**src/rtl/mul_sched_pkg.sv**
```systemverilog
// +-----------------------------------------------------------------------------
// | Module      : mul_sched_pkg
// | Description : Shared types and constants for the multiplier-sharing scheduler.
// | Revision    : 1.0 - initial release
// +-----------------------------------------------------------------------------
`default_nettype none

package mul_sched_pkg;

  localparam int OP_W_DEF = 4;

  // Product is one bit wider than the natural 2*OP_W result.
  function automatic int p_w_of(input int op_w);
    return 2 * op_w + 1;
  endfunction

  typedef enum logic [1:0] {
    IDLE   = 2'd0,
    LOAD   = 2'd1,
    SAMPLE = 2'd2,
    DONE   = 2'd3
  } state_t;

  typedef logic owner_t;

endpackage

`default_nettype wire

```
**src/rtl/mul_share_sched_rr_arb2.sv**
```systemverilog
// +-----------------------------------------------------------------------------
// | Module      : rr_arb2
// | Description : Combinational 2-way round-robin picker.
// | Revision    : 1.0 - initial release
// +-----------------------------------------------------------------------------
`default_nettype none

module rr_arb2
  import mul_sched_pkg::*;
(
  input  logic [1:0] req,
  input  owner_t     last,
  output logic       win_valid,
  output owner_t     win_id
);

  // On contention the requester that was not served last wins.
  always_comb begin
    win_valid = |req;
    win_id    = (req == 2'b11) ? ~last : req[1];
  end

endmodule

`default_nettype wire

```
**src/rtl/mul_share_sched.sv**
```systemverilog
// +-----------------------------------------------------------------------------
// | Module      : mul_share_sched
// | Description : Round-robin scheduler sharing one combinational multiplier
// |               between two requesters. Optional result checker enabled by
// |               macro MUL_SCHED_CHECK_EN.
// | Revision    : 1.0 - initial release
// +-----------------------------------------------------------------------------
`default_nettype none

module mul_share_sched
  import mul_sched_pkg::*;
#(
  parameter  int OP_W = OP_W_DEF,
  localparam int P_W  = 2 * OP_W + 1
) (
  input  logic            clk,
  input  logic            clear,
  input  logic            req0,
  input  logic            req1,
  input  logic [OP_W-1:0] a0,
  input  logic [OP_W-1:0] b0,
  input  logic [OP_W-1:0] a1,
  input  logic [OP_W-1:0] b1,
  output logic            gnt0,
  output logic            gnt1,
  output logic            done0,
  output logic            done1,
  output logic [P_W-1:0]  prod,
  output logic            busy,
  output logic [OP_W-1:0] mul_a,
  output logic [OP_W-1:0] mul_b,
  output logic            mul_clear,
  input  logic [P_W-1:0]  mul_m,
  output logic            mul_err
);

  state_t          state_q, state_d;
  owner_t          owner_q, owner_d;
  owner_t          last_q, last_d;
  logic [OP_W-1:0] op_a_q, op_a_d;
  logic [OP_W-1:0] op_b_q, op_b_d;
  logic [P_W-1:0]  prod_q, prod_d;

  logic            win_valid;
  owner_t          win_id;
  logic            drive;

  rr_arb2 u_arb (
    .req       ({req1, req0}),
    .last      (last_q),
    .win_valid (win_valid),
    .win_id    (win_id)
  );

  always_ff @(posedge clk) begin
    if (clear) begin
      state_q <= IDLE;
      owner_q <= 1'b0;
      last_q  <= 1'b1;
      op_a_q  <= '0;
      op_b_q  <= '0;
      prod_q  <= '0;
    end else begin
      state_q <= state_d;
      owner_q <= owner_d;
      last_q  <= last_d;
      op_a_q  <= op_a_d;
      op_b_q  <= op_b_d;
      prod_q  <= prod_d;
    end
  end

  always_comb begin
    state_d = state_q;
    owner_d = owner_q;
    last_d  = last_q;
    op_a_d  = op_a_q;
    op_b_d  = op_b_q;
    prod_d  = prod_q;
    case (state_q)
      IDLE: begin
        if (win_valid) begin
          owner_d = win_id;
          op_a_d  = win_id ? a1 : a0;
          op_b_d  = win_id ? b1 : b0;
          state_d = LOAD;
        end
      end
      LOAD:   state_d = SAMPLE;
      SAMPLE: begin
        // Operands have been stable on the multiplier for a full cycle here.
        prod_d  = mul_m;
        last_d  = owner_q;
        state_d = DONE;
      end
      DONE:    state_d = IDLE;
      default: state_d = IDLE;
    endcase
  end

  always_comb begin
    drive     = (state_q == LOAD) || (state_q == SAMPLE);
    gnt0      = (state_q == LOAD) && !owner_q;
    gnt1      = (state_q == LOAD) &&  owner_q;
    done0     = (state_q == DONE) && !owner_q;
    done1     = (state_q == DONE) &&  owner_q;
    busy      = (state_q != IDLE);
    mul_a     = drive ? op_a_q : '0;
    mul_b     = drive ? op_b_q : '0;
    mul_clear = drive;
    prod      = prod_q;
  end

`ifdef MUL_SCHED_CHECK_EN
  logic           err_q, err_d;
  logic [P_W-1:0] ref_prod;

  always_comb begin
    ref_prod = P_W'(op_a_q) * P_W'(op_b_q);
    err_d    = err_q;
    if ((state_q == SAMPLE) && (mul_m != ref_prod)) begin
      err_d = 1'b1;
    end
  end

  always_ff @(posedge clk) begin
    if (clear) begin
      err_q <= 1'b0;
    end else begin
      err_q <= err_d;
    end
  end

  assign mul_err = err_q;
`else
  assign mul_err = 1'b0;
`endif

endmodule

`default_nettype wire

```
**config.mk**
```make
export PLATFORM = sky130hd
export DESIGN_NAME = mul_share_sched
export DESIGN_NICKNAME = d
export VERILOG_FILES = /design/src/rtl/mul_sched_pkg.sv /design/src/rtl/mul_share_sched_rr_arb2.sv /design/src/rtl/mul_share_sched.sv
export SDC_FILE = /design/constraint.sdc
export NUM_CORES = 1
export LEC_CHECK = 0
export ABC_AREA = 1
export CAP_MARGIN = 20
export CORE_ASPECT_RATIO = 0.75
export CORE_MARGIN = 8
export CORE_UTILIZATION = 42
export CTS_CLUSTER_SIZE = 20
export DETAILED_ROUTE_END_ITERATION = 6
export PLACE_DENSITY = 0.83
export SLEW_MARGIN = 10
export SYNTH_ARGS = -nofsm -noshare
export SYNTH_HDL_FRONTEND = slang
export SYNTH_SLANG_ARGS = --single-unit
```
**constraint.sdc**
```tcl
create_clock -name clk -period 2.2 [get_ports clk]
set_input_delay 0.22 -clock clk [delete_from_list [all_inputs] [get_ports clk]]
set_output_delay 0.22 -clock clk [all_outputs]
set_load 0.02 [all_outputs]
```
==> results.tsv <==
metric	value	unit
status	finished, final reports clean	
synth-simple-area-share	0.322	
fin_worst_skew	4.14	ps
synth_seq_cells	21	
viasPerCell	4.44	
post_cts_buffers	0	
grt_setup_unrepaired	false	
synth_top_area_share	0.395	
portBuffers	51	
maxCapViolCount	0	
finalSetupViolCount	0	
antenna_found_initial	0	
drt_iter0_drc	57	
overflow	0	
period_minus_slack	2120	ps
min-delay-path-class	input pin to flop	
drcViolationCount	0	
die_h	59.6	um
tns	0	ps
h-tree-depth	1	
pwr-share-comb	0.578	
num_rows	15	
setup.worst_path.end	mul_a[3]	
synth-xor-area-share	0	
numCtsBuffers	3	
r2r_setup_slack	660	ps
start_kind	flop	
dieArea	4420	um^2
cp-startpoint	state_q[0]	
fmax	0.472	GHz
yosysWarningCount	0	
r2r-start	state_q[0]	
r2r_end	prod[2]	
root_buffer	clkbuf_4	
nets	249	
clockBufferDepth	2	
hpwlAfterDp	2270	um
io_pins	53	
wl	2900	um
p_seq_frac	0.319	
core	2350	um^2
layout-drive-gt1-share	0.0421	
cts_tree	done	
syn_area	1060	um^2
start_util	0.454	
yosys.area.top_type	dfxtp_1	
cp.arrival	1900	ps
antenna_cells	0	
ys_seq_area_frac	0.395	
peakVddDrop	0.510	mV
power.density	1140	nW/um^2
synth_area_leaders	dfxtp_1 (39%), nor2_1 (17%), nand2_1 (12%)	
p_leak	0.879	nW
clock_latency	320	ps
synthCells	165	
critPathRequiredTime	1980	ps
synth_cell_types	20	
dr.pass1.iters	4	
cp-end-kind	primary output	
grt_util_met1	0.147	
cp_max_fo	10	
gp_congestion	0.828	
ant_nets	0	
fin_hold_ws	473	ps
grt_pass1_wl	4610	um
grtUsageMet3	0.0490	
clkSinkCount	21	
detail_route.wl_per_cell	11.7	um
grt_pass1_vias	1055	
path_clk_slew	120	ps
use_met2	0.231	
synth_top_family_by_area	simple AND/OR/NAND/NOR gates	
fin_ws	81.8	ps
vias	1102	
grt.busiest_layer	met2	
syn_area_per_cell	6.45	um^2
min_period_over_period	0.963	
power.internal	1.05	mW
grt_max_degree	20	
synthMuxAreaShare	0	
switching_share	0.434	
grt_util_all_layers	0.133	
critical_path_class	flop to primary output	
power.total	1.85	mW
hold_viol_final	0	
synthAdderAreaFrac	0.0588	
clkPwrFrac	0.103	
dp_slack	280	ps
die_w	74.1	um
slew_violations	0	
synth_nets	199	
area_growth	52.5	%
synth_compound_area_frac	0.0893	
reg2regPathDepth	5	
p_sw	803	uW
==> per-layer routing <==
layer | up-vias | share of wire
met5 | - | 0
met3 | 3 | 0.089
li1 | 585 | -
met4 | 0 | 0.0072
met2 | 41 | 0.48
met1 | 473 | 0.43
==> Yosys cell counts (all sizes together) <==
cell / count
inv: 25
o21ai: 18
ha: 5
nor3: 1
conb: 1
nand3: 2
clkinv: 1
buf: 4
nor2: 50
a21oi: 1
dfxtp: 21
clkbuf: 2
nand2: 34
==> cells by family (layout without fill, tap and decap cells) <==
family	after synthesis	count (layout)
buffers and inverters	32	81
other	1	1
AO/OA/AOI/OAI	19	19
AND/OR/NAND/NOR	87	87
flip-flops	21	21
adder cells (fa/ha/maj)	5	5
==> area by class of cell <==
type	instances	area [um^2]
inverter	26	97.6
tap	34	42.5
timing repair buffer	51	519
sequential	21	420
fill	189	722
clock inverter	1	5.00
multi-input combinational	112	517
clock buffer	3	22.5
==> flip-flops by register name (all words and copies together) (netlist names) <==
signal	count
op_b_q	4
prod	9
last_q	1
op_a_q	4
state_q	2
owner_q	1
==> repair_timing <==
action,CTS,global route
gates resized for setup,3,4
hold buffers,0,0
setup endpoints to repair,9,4
==> power groups by stage <==
stage | Combinational (mW) | Sequential (mW) | Clock, mW
3_3_place_gp | 1.02 | 0.590 | 0
2_1_floorplan | 0.570 | 0.654 | 0
3_5_place_dp | 1.04 | 0.598 | 0
4_1_cts | 1.08 | 0.590 | 0.199
6_report | 1.07 | 0.591 | 0.190
5_1_grt | 1.18 | 0.605 | 0.212
==> worst min-delay path by stage <==
stage                        start  endpoint  slack, ps  cells after the start
after floorplan              clear   owner_q        290                      1
after global placement      last_q    last_q        450                      2
after detailed placement    last_q    last_q        440                      2
after CTS                 mul_m[6]   prod[6]        470                      3
after global routing      mul_m[0]   prod[0]        490                      3
final                     mul_m[8]   prod[8]        470                      3
==> placed cells by master, fill, tap and decap left out <==
| master | n |
|---|---|
| a21oi_1 | 1 |
| clkbuf_4 | 3 |
| clkdlybuf4s50_1 | 46 |
| clkinv_1 | 1 |
| clkinv_2 | 1 |
| conb_1 | 1 |
| dfxtp_1 | 21 |
| dlygate4sd2_1 | 1 |
| dlymetal6s2s_1 | 4 |
| ha_1 | 4 |
| ha_4 | 1 |
| inv_1 | 24 |
| inv_2 | 1 |
| nand2_1 | 33 |
| nand2_2 | 1 |
| nand3_1 | 2 |
| nor2_1 | 48 |
| nor2_2 | 1 |
| nor2_4 | 1 |
| nor3_1 | 1 |
| o21ai_0 | 10 |
| o21ai_1 | 8 |
==> critical path, cell delays in order (launching register included) <==
cell	delay, ps
dfxtp_1	400
inv_1	130
ha_4	350
nand2_1	60
inv_1	50
clkdlybuf4s50_1	590
==> per-stage QoR <==
| step | area [um^2] | util | instances |
|---|---|---|---|
| 3_3_place_gp | 1580 | 0.671 | 244 |
| 3_5_place_dp | 1580 | 0.671 | 244 |
| 4_1_cts | 1610 | 0.688 | 248 |
| 6_report | 1620 | 0.692 | 248 |
| 2_1_floorplan | 1060 | - | 165 |
| 5_1_grt | 1620 | 0.692 | 248 |
(Power assumes the default switching activity.)
